File: config.mk
export PLATFORM = sky130hd
export DESIGN_NAME = gen_bus_write_buffer
export DESIGN_NICKNAME = d
export VERILOG_FILES = /design/src/rtl/gen_bus_write_buffer.sv
export SDC_FILE = /design/constraint.sdc
export NUM_CORES = 1
export LEC_CHECK = 0
export BUFFER_PORTS_ARGS = -buffer_cell sky130_fd_sc_hd__clkbuf_2
export CAP_MARGIN = 30
export CORE_MARGIN = 10
export CORE_UTILIZATION = 45
export CTS_CLUSTER_DIAMETER = 50
export DETAILED_ROUTE_END_ITERATION = 16
export GPL_TIMING_DRIVEN = 0
export PLACE_DENSITY = 0.71
export SLEW_MARGIN = 40
export SYNTH_ARGS = -nofsm -noshare
export SYNTH_HDL_FRONTEND = slang
export SYNTH_SLANG_ARGS = --single-unit
export TNS_END_PERCENT = 5
File: constraint.sdc
create_clock -name CLK -period 4.2 [get_ports CLK]
set_clock_uncertainty 0.05 [all_clocks]
set_input_delay 0.63 -clock CLK [delete_from_list [all_inputs] [get_ports CLK]]
set_output_delay 0.63 -clock CLK [all_outputs]
set_load 0.05 [all_outputs]
File: src/rtl/gen_bus_write_buffer.sv
`timescale 1ns/1ps
// Posted-write buffer between the memory controller generic bus and a bridge.
// Writes complete upstream on enqueue; reads wait until the FIFO has drained.
module gen_bus_write_buffer #(
  parameter int DEPTH = 4
) (
  input  logic        CLK,
  input  logic        nRST,
  input  logic [31:0] up_addr,
  input  logic [31:0] up_wdata,
  input  logic [3:0]  up_byte_en,
  input  logic        up_ren,
  input  logic        up_wen,
  output logic        up_busy,
  output logic [31:0] up_rdata,
  output logic [31:0] dn_addr,
  output logic [31:0] dn_wdata,
  output logic [3:0]  dn_byte_en,
  output logic        dn_ren,
  output logic        dn_wen,
  input  logic        dn_busy,
  input  logic [31:0] dn_rdata,
  input  logic        flush,
  output logic        empty
);

  localparam int AW = $clog2(DEPTH);
  localparam logic [AW:0] FULL = (AW+1)'(DEPTH);

  typedef enum logic {IDLE, READ} state_t;

  state_t        state, state_n;
  logic [31:0]   addr_mem [DEPTH];
  logic [31:0]   data_mem [DEPTH];
  logic [3:0]    be_mem   [DEPTH];
  logic [AW-1:0] head, tail;
  logic [AW:0]   count;
  logic          has, push, pop;

  assign has   = (count != '0);
  assign empty = ~has;

  // Reset gating keeps up_busy high while nRST is asserted.
  assign push = nRST && (state == IDLE) && up_wen && !up_ren
             && (count < FULL) && !flush;
  assign pop  = (state == IDLE) && has && !dn_busy;

  always_ff @(posedge CLK) begin
    if (push) begin
      addr_mem[tail] <= up_addr;
      data_mem[tail] <= up_wdata;
      be_mem[tail]   <= up_byte_en;
    end
  end

  always_ff @(posedge CLK or negedge nRST) begin
    if (!nRST) begin
      state <= IDLE;
      head  <= '0;
      tail  <= '0;
      count <= '0;
    end else begin
      state <= state_n;
      if (push)
        tail <= tail + AW'(1);
      if (pop)
        head <= head + AW'(1);
      case ({push, pop})
        2'b10:   count <= count + (AW+1)'(1);
        2'b01:   count <= count - (AW+1)'(1);
        default: count <= count;
      endcase
    end
  end

  always_comb begin
    state_n    = state;
    up_busy    = 1'b1;
    up_rdata   = '0;
    dn_addr    = '0;
    dn_wdata   = '0;
    dn_byte_en = '0;
    dn_ren     = 1'b0;
    dn_wen     = 1'b0;
    unique case (state)
      IDLE: begin
        if (has) begin
          dn_wen     = 1'b1;
          dn_addr    = addr_mem[head];
          dn_wdata   = data_mem[head];
          dn_byte_en = be_mem[head];
        end else if (up_ren) begin
          state_n = READ;
        end
        if (push)
          up_busy = 1'b0;
      end
      READ: begin
        dn_ren     = 1'b1;
        dn_addr    = up_addr;
        dn_byte_en = up_byte_en;
        if (!dn_busy) begin
          up_busy  = 1'b0;
          up_rdata = dn_rdata;
          state_n  = IDLE;
        end
      end
      default: state_n = IDLE;
    endcase
  end

endmodule

; ---- Word level (Yosys, flattened, before mapping)
; Memory sizes are Yosys's and may differ from the RTL's.
; Cells that the tools add are included.
[op_classes]
n_reduce_logical = 12
n_mux = 20
add_sub_neg = 4
n_eq_ne = 2
n_lt_le_gt_ge = 1
n_bitwise = 2
[ops]
columns = operator, count
row1 = two-way mux 32 bit, 5
row2 = one-hot mux 32 bit (2 select lines), 1
row3 = two-way mux 1 bit, 9
row4 = one-hot mux 4 bit (2 select lines), 1
row5 = logical AND 1 bit, 7
row6 = one-hot mux 3 bit (2 select lines), 1
row7 = adder 2 x 1 -> 2 bit (second input constant), 2
row8 = two-way mux 4 bit, 1
row9 = one-hot mux 1 bit (2 select lines), 2
row10 = adder 3 x 1 -> 3 bit (second input constant), 1
row11 = zero test 1 bit, 3
row12 = < comparator 3 bit (second input constant), 1
row13 = nonzero test 3 bit, 1
row14 = subtractor 3 x 1 -> 3 bit (second input constant), 1
row15 = equality test 2 x 1 -> 1 bit (second input constant), 1
row16 = equality test 2 bit (second input constant), 1
row17 = inverter 1 bit, 2
row18 = nonzero test 2 bit, 1
[word_totals]
inputBits = 106
ramBits = 272
mem_count = 3
register_bits = 8
wordCells = 48
output_inout_bits = 104
[mem_list]
columns = memory, words, width, read_ports, rd_ports_with_merged_regs, write_ports, line
row1 = addr_mem, 4, 32, 1, 0, 1, 33  ; logic [31:0] addr_mem [DEPTH];
row2 = data_mem, 4, 32, 1, 0, 1, 34  ; logic [31:0] data_mem [DEPTH];
row3 = be_mem, 4, 4, 1, 0, 1, 35  ; logic [3:0] be_mem [DEPTH];

; ---- Depth between registers and ports, before layout
; Gate-level depths: netlist of the first run.
[logic_depth]
depth_word = 8
mapped_depth = 10
depth_no_buf = 9

; ---- Worst setup path after synthesis of the first run
; Ideal clock, no wire load.
[synth_timing]
path_kind = register to register
start = reg state
end = mem addr_mem[0][0] (enable)
required_ns = 3.717
stages_incl_launch_ff = 5
path_slack_ns = 0.987
setup_time_ns = 0.433
arrival_ns = 2.729
n_path_buf = 1
period_less_slack_ns = 3.213
cell_sequence = dfrtp_1 > nor2_1 > and4_1 > buf_2 > and2_1
[synth_via]
elab_chain_cells = 8
[synth_rtl]
columns = element, line
row1 = "start, declared", 32  ; state_t state, state_n;
row2 = "start signal, assigned", 63  ; state <= state_n;
row3 = inverter 1 bit, n/a
row4 = logical AND 1 bit (3 in series), 44  ; assign push = nRST && (state == IDLE) && up_wen && !up_ren
row5 = logical AND 1 bit (2 in series), 45  ; && (count < FULL) && !flush;
row6 = two-way mux 1 bit, 49  ; if (push) begin
row7 = two-way mux 1 bit (not written as such), 50  ; addr_mem[tail] <= up_addr;
row8 = "end, declared", 33
; Every way passes these cells.

; ---- Worst setup path in the final report of the first run
[layout_timing]
start = reg state
end = out dn_addr[26]
[layout_via]
elab_chain_cells = 2
[layout_rtl]
columns = element, line
row1 = inverter 1 bit, n/a
row2 = one-hot mux 32 bit (2 select lines) *, 85  ; unique case (state)
row3 = "end, declared", 16  ; output logic [31:0] dn_addr,
; Mark *: on every way between the ends. The rest lies on a longest branch, timed or not.

==> impl_metrics.py, run 1 <==
metrics = {
    "power_and_ir_drop": {
        "p_int_mw": 6.37,
        "swShare": 0.427,
        "switching_power_mw": 4.75,
        "p_comb_frac": 0.465,
        "p_seq_frac": 0.288,
        "clkPwrFrac": 0.246,
        "power_density_nw_per_um2": 800,
        "vdd_drop_max_mv": 0.634,
        "p_leak_nw": 5.15,
    },
    "run_status": {
        "status": "completed",
    },
    "logic_synthesis": {
        "synth_top_cell_by_area": "edfxtp_1",
        "synth.most_common_cell": "edfxtp_1",
        "synth_commonest_cells": "edfxtp_1, and2_1, mux4_2",
        "synth.cell_area_um2": 11200,
        "avgSynthCellArea_um2": 21.8,
        "synth.top_cell.area_share": 0.730,
        "syn-instance-count": 514,
        "synth_area_leaders": "edfxtp_1, mux4_2, mux4_1",
        "yosysSeqAreaShare": 0.748,
        "synthesis.nets": 626,
        "synth_edf_count": 272,
        "ys_types": 23,
        "synthArstFlopShare": 0.0286,
        "ys_warn_count": 0,
        "synth_seq_cells": 280,
        "ys_dominant_reg_cell": "edfxtp_1",
    },
    "die": {
        "ios": 210,
        "coreArea_um2": 24400,
        "fp-row-count": 57,
        "die_h_um": 178,
        "fp.dieW_um": 178,
        "start_util": 0.459,
        "dieArea_um2": 31600,
    },
    "setup_path": {
        "crit_path_max_incr_delay_ps": 580,
        "crit_arrival_ps": 2570,
        "start_kind": "flop",
        "critPathBufInv": 3,
        "crit_top_cell": "clkbuf_1",
        "cp_top_family": "buffers and inverters",
        "worstSetupPathType": "reg -> out",
        "crit_path_max_fanout": 10,
        "required_ps": 3520,
        "rr_worst_depth": 8,
        "r2r_setup_slack_ps": 1740,
        "end_kind": "primary output",
        "reg2reg_to": "count[2]",
        "timing.rr.start": "state",
        "cp_slowest_cell": "clkbuf_1",
        "worstPathCellList": "clkbuf_1 -> clkbuf_1 -> a22o_1 -> clkbuf_2",
    },
    "hold_path": {
        "hp-class": "in -> reg",
        "hold_depth": 1,
        "hold_path.startpoint": "up_wdata[28]",
        "hold-path-endpoint": "data_mem[0][28]",
    },
    "clock_tree": {
        "htree_levels": 2,
        "clock_latency_ps": 500,
        "clk_pin_slew_ps": 60,
        "cts_hold_buf": 1,
        "post_cts_buffers": 0,
        "cts-resized-gates": 0,
        "numClockSinks": 280,
        "cts_tree": "done",
        "cts_buffers": 35,
        "root_buffer": "clkbuf_16",
        "clk_path_buf_depth": 3,
    },
    "layout": {
        "utilization": 0.570,
        "n_fill_cell": 1860,
        "drive_gt1_frac": 0.416,
        "area_delta_synth_final_pct": 24.2,
        "final_nets": 881,
    },
    "global_routing": {
        "grt_util_all_layers": 0.154,
        "grt_overflow": 0,
        "grt_pass1_wl_um": 37300,
        "antenna_found_initial": 3,
        "first_global_vias": 6387,
        "grt_max_degree": 31,
    },
    "sta": {
        "max-slew-margin-rel": 0.518,
        "rsz0062_at_grt": "no",
        "setup_viol": 0,
        "max_freq_ghz": 0.308,
        "max_slew.worst_pin.slew_ps": 723,
        "drv_slew": 0,
        "hold_viol": 0,
        "finalWorstSetupSlack_ps": 949,
        "finalCriticalPeriod_ps": 3250,
        "period_share": 0.774,
    },
    "routing": {
        "drtIter0Drc": 365,
        "vias": 5926,
        "vias_per_cell": 5.31,
        "wl_um": 25000,
        "detail_route.wl_per_cell_um": 22.4,
        "drc": 0,
        "ant_nets": 0,
        "drt-pass1-iter-count": 4,
    },
    "placement": {
        "portBuffers": 209,
        "preCtsSetupSlack_ps": 1430,
        "dp_hpwl_um": 16900,
        "place.gp.congestion": 0.743,
    },
    "job": {
        "cap_viol_max_count": 0,
    },
}
-- power by group through the flow --
stage | Sequential, mW | Combinational, mW | Clock, mW
global route | 3.22 | 5.46 | 2.92
finish | 3.21 | 5.18 | 2.74
floorplan | 3.27 | 3.99 | 0
CTS | 3.21 | 5.25 | 2.82
detailed placement | 3.27 | 5.24 | 0
global placement | 3.27 | 5.18 | 0
-- per-stage QoR --
step | power (mW) | TNS [ps] | hold slack, ps | cell area [um2] | std cells
6_report | 11.1 | 0 | 300 | 13900 | 1116
5_1_grt | 11.6 | 0 | 292 | 13900 | 1114
4_1_cts | 11.3 | 0 | 277 | 13900 | 1114
3_5_place_dp | 8.50 | 0 | 452 | 12800 | 1055
3_3_place_gp | 8.45 | -121260 | 445 | 12600 | 1047
2_1_floorplan | 7.27 | 0 | 284 | 11200 | 514
-- cell usage in the layout (no fill, tap or decap), types with 3 or more instances in the layout --
cell type,synthesis,final
clkbuf_2,0,209
clkbuf_1,18,23
nor2_1,5,4
buf_6,4,4
buf_12,4,11
xor2_1,4,4
clkinv_2,0,3
clkinv_1,0,4
inv_1,6,6
and2_1,68,64
dfrtp_1,8,8
mux4_1,25,25
edfxtp_1,272,272
buf_2,5,5
and2_4,0,4
clkinvlp_4,0,4
a22o_1,36,36
mux4_2,43,43
clkbuf_16,0,35
ha_1,5,5
-- kinds of logic (layout without fill, tap and decap cells) --
| logic type | after synthesis | in the layout | synth area share |
|---|---|---|---|
| DFF | 280 | 280 | 0.748 |
| and+or+nand+nor | 79 | 79 | 0.0436 |
| muxes | 70 | 70 | 0.147 |
| buffers and inverters | 37 | 313 | 0.0215 |
| AOI/OAI and AO/OA | 36 | 36 | 0.0282 |
| adders and majority gates | 6 | 6 | 0.00738 |
| xor gates and xnor gates | 6 | 6 | 0.00469 |
| other | 0 | 2 | 0 |
-- area by class of cell --
class                      instances  area, um2  share of cell area
buffer                            31        218              0.0157
inverter                           6       22.5             0.00162
multi-input combinational        197       2600               0.187
timing repair buffer             218       1220              0.0880
tap                              324        405              0.0292
clock inverter                    18        169              0.0121
sequential                       280       8370               0.602
antenna                            2       5.00            0.000360
clock buffer                      40        895              0.0643
-- per-layer routing --
layer | global-route usage | vias to the layer above | part of all wire
met2 | 0.266 | 195 | 0.52
met5 | 0 | - | 0.00052
met3 | 0.0438 | 46 | 0.070
met4 | 0.0445 | 2 | 0.020
li1 | - | 2654 | -
met1 | 0.184 | 3029 | 0.39
-- how the worst max path moves through the flow --
stage                     slack, ps  cells past startpoint  start             end
final                           950                      4  state     dn_addr[26]
after global routing            810                      4  state     dn_addr[28]
after CTS                       890                      4  state     dn_addr[26]
after detailed placement       1430                      4  state     dn_addr[26]
after global placement         -460                      4   nRST    be_mem[0][3]
after floorplan                 990                      4  state  addr_mem[0][0]
-- sequential cells by signal, indices dropped and copies added, names as in the netlist --
register / count
addr_mem: 128
be_mem: 16
count: 3
data_mem: 128
head: 2
state: 1
tail: 2
No activity file was read; power rests on OpenSTA's default activity.
==> run 2: changes to the inputs <==
--- a/config.mk
+++ b/config.mk
@@ -12,7 +12,7 @@
 export CTS_CLUSTER_DIAMETER = 50
 export DETAILED_ROUTE_END_ITERATION = 16
 export GPL_TIMING_DRIVEN = 0
-export PLACE_DENSITY = 0.71
+export PLACE_DENSITY = 0.73
 export SLEW_MARGIN = 40
 export SYNTH_ARGS = -nofsm -noshare
 export SYNTH_HDL_FRONTEND = slang
==> constraint.sdc (replaced) <==
create_clock -name CLK -period 2.8 [get_ports CLK]
set_clock_uncertainty 0.05 [all_clocks]
set_input_delay 0.42 -clock CLK [delete_from_list [all_inputs] [get_ports CLK]]
set_output_delay 0.42 -clock CLK [all_outputs]
set_load 0.05 [all_outputs]
==> impl_metrics.py, run 2 (same netlist as run 1, synthesis figures left out) <==
metrics = {
    "global_routing": {
        "first_global_vias": 6225,
        "grtUsageMet3": 0.0397,
        "grt_util_all_layers": 0.151,
        "grt_overflow": 0,
        "grt_max_degree": 31,
        "grt_use_met2": 0.244,
        "top_usage_layer": "met2",
        "gr-usage-met1": 0.201,
        "grt_pass1_wl_um": 36800,
        "antenna_found_initial": 3,
    },
    "clock_tree": {
        "clk_path_buf_depth": 3,
        "cts_buffers": 31,
        "numClockSinks": 280,
        "root_buffer": "clkbuf_16",
        "htree_levels": 1,
        "clock_latency_ps": 540,
        "clk_pin_slew_ps": 60,
        "cts_tree": "done",
    },
    "sta": {
        "max_freq_ghz": 0.367,
        "setup_viol": 0,
        "hold_viol": 0,
        "finalCriticalPeriod_ps": 2730,
        "rsz0062_at_grt": "yes",
        "max-slew-margin-rel": 0.722,
        "drv_slew": 0,
        "period_share": 0.974,
        "max_slew.worst_pin.slew_ps": 416,
    },
    "placement": {
        "portBuffers": 209,
        "place.gp.congestion": 0.836,
        "dpl-instance-area_um2": 12800,
        "dp_hpwl_um": 16700,
        "numPlacedInstances": 1055,
    },
    "die": {
        "ios": 210,
        "dieArea_um2": 31600,
        "fp.dieW_um": 178,
        "coreArea_um2": 24400,
        "die_h_um": 178,
        "start_util": 0.459,
        "fp-row-count": 57,
    },
    "layout": {
        "final_nets": 877,
        "top_regs": "addr_mem: 128 flops, data_mem: 128 flops, be_mem: 16 flops",
        "layout_commonest_cell": "edfxtp_1",
        "instances_no_fill": 1114,
        "drive_gt1_frac": 0.426,
        "area_delta_synth_final_pct": 23.9,
        "mostFrequentLayoutCells": "edfxtp_1, clkbuf_2, and2_1",
        "design_area_um2": 13900,
    },
    "power_and_ir_drop": {
        "p_int_mw": 9.44,
        "vdd_drop_max_mv": 0.960,
        "p_comb_frac": 0.470,
        "p_seq_frac": 0.292,
        "power_density_nw_per_um2": 1190,
        "swShare": 0.428,
        "p_leak_nw": 5.16,
        "switching_power_mw": 7.05,
        "clkPwrFrac": 0.238,
    },
    "setup_path": {
        "crit_top_cell": "clkbuf_2",
        "start_kind": "flop",
        "required_ps": 2330,
        "timing.rr.start": "state",
        "worstPathCellList": "clkbuf_2 -> clkbuf_1 -> a22o_1 -> clkbuf_2",
        "crit_path_max_fanout": 10,
        "crit_start": "state",
        "worstSetupPathType": "reg -> out",
        "end_kind": "primary output",
        "r2r_setup_slack_ps": 430,
        "crit_path_max_incr_delay_ps": 470,
        "cp_slowest_cell": "dfrtp_1",
        "crit_arrival_ps": 2260,
    },
    "job": {
        "cap_viol_max_count": 0,
    },
    "hold_path": {
        "hp-class": "in -> reg",
        "hold_path.startpoint": "up_wdata[18]",
    },
    "routing": {
        "vias": 5806,
        "drt-pass1-iter-count": 5,
        "vias_per_cell": 5.21,
        "ant_nets": 0,
        "wl_um": 24400,
        "drc": 0,
        "detail_route.wl_per_cell_um": 21.9,
        "drtIter0Drc": 400,
    },
    "run_status": {
        "status": "completed",
    },
}
run 2: cell types whose count changed in the layout (fill, tap and decap cells not counted), sizes merged:
cell / delta
bufinv: +1
clkinvlp: -3
clkbuf: -17
inv: +2
buf: +14
clkinv: +1
run 2: per-layer routing:
metal	up-vias	share of wire
met4	2	0.018
met5	-	0.00082
met3	35	0.076
li1	2643	-
met2	198	0.49
met1	2928	0.42
run 2: per-stage QoR:
stage,util,power [mW],TNS [ps],setup WS [ps],hold slack [ps]
2_1_floorplan,-,10.9,-84140,-412,74.4
4_1_cts,0.568,16.7,-45.0,-25.6,18.9
3_3_place_gp,0.518,12.7,-358190,-1720,236
6_report,0.569,16.5,0,71.8,42.3
3_5_place_dp,0.526,12.7,0,252,238
5_1_grt,0.568,17.2,-1020,-63.8,23.1
run 2: final timing paths:
path                              endpoint  cells past startpoint
max                            dn_addr[17]                      4
max reg2reg                       count[2]                      8
min in group asynchronous         count[0]                      2
min                        data_mem[1][18]                      1
min reg2reg                       count[0]                      1
max in group asynchronous          head[1]                      2
run 2: worst max-delay path, delay by kind of cell (launching register included):
family,cells,cell delay (ps)
buffers and inverters,3,1030
DFF,1,470
AOI/OAI and AO/OA,1,220
run 2: area by class of cell:
cell class	count	area (um2)
plain buffers	31	240
diodes	2	5.00
repair buffers	218	1220
flip-flops and latches	280	8370
clock buffers	37	798
multi-input cells	197	2610
clock inverters	19	200
well taps	324	405
fillers	1848	10500
inverters	6	22.5
run 2: repair_timing:
item / 4_1_cts / 5_1_grt
hold buffers: 1 / 0
setup endpoints to repair: 69 / 56
resized for setup: 13 / 18
endpoints found under the hold margin: 8 / 0
setup buffers: 0 / 0
run 2: power groups by stage:
stage	Sequential [mW]	Clock, mW	Combinational (mW)
finish	4.81	3.93	7.75
global route	4.82	4.20	8.21
CTS	4.81	4.02	7.88
detailed placement	4.90	0	7.83
global placement	4.90	0	7.79
floorplan	4.91	0	5.99
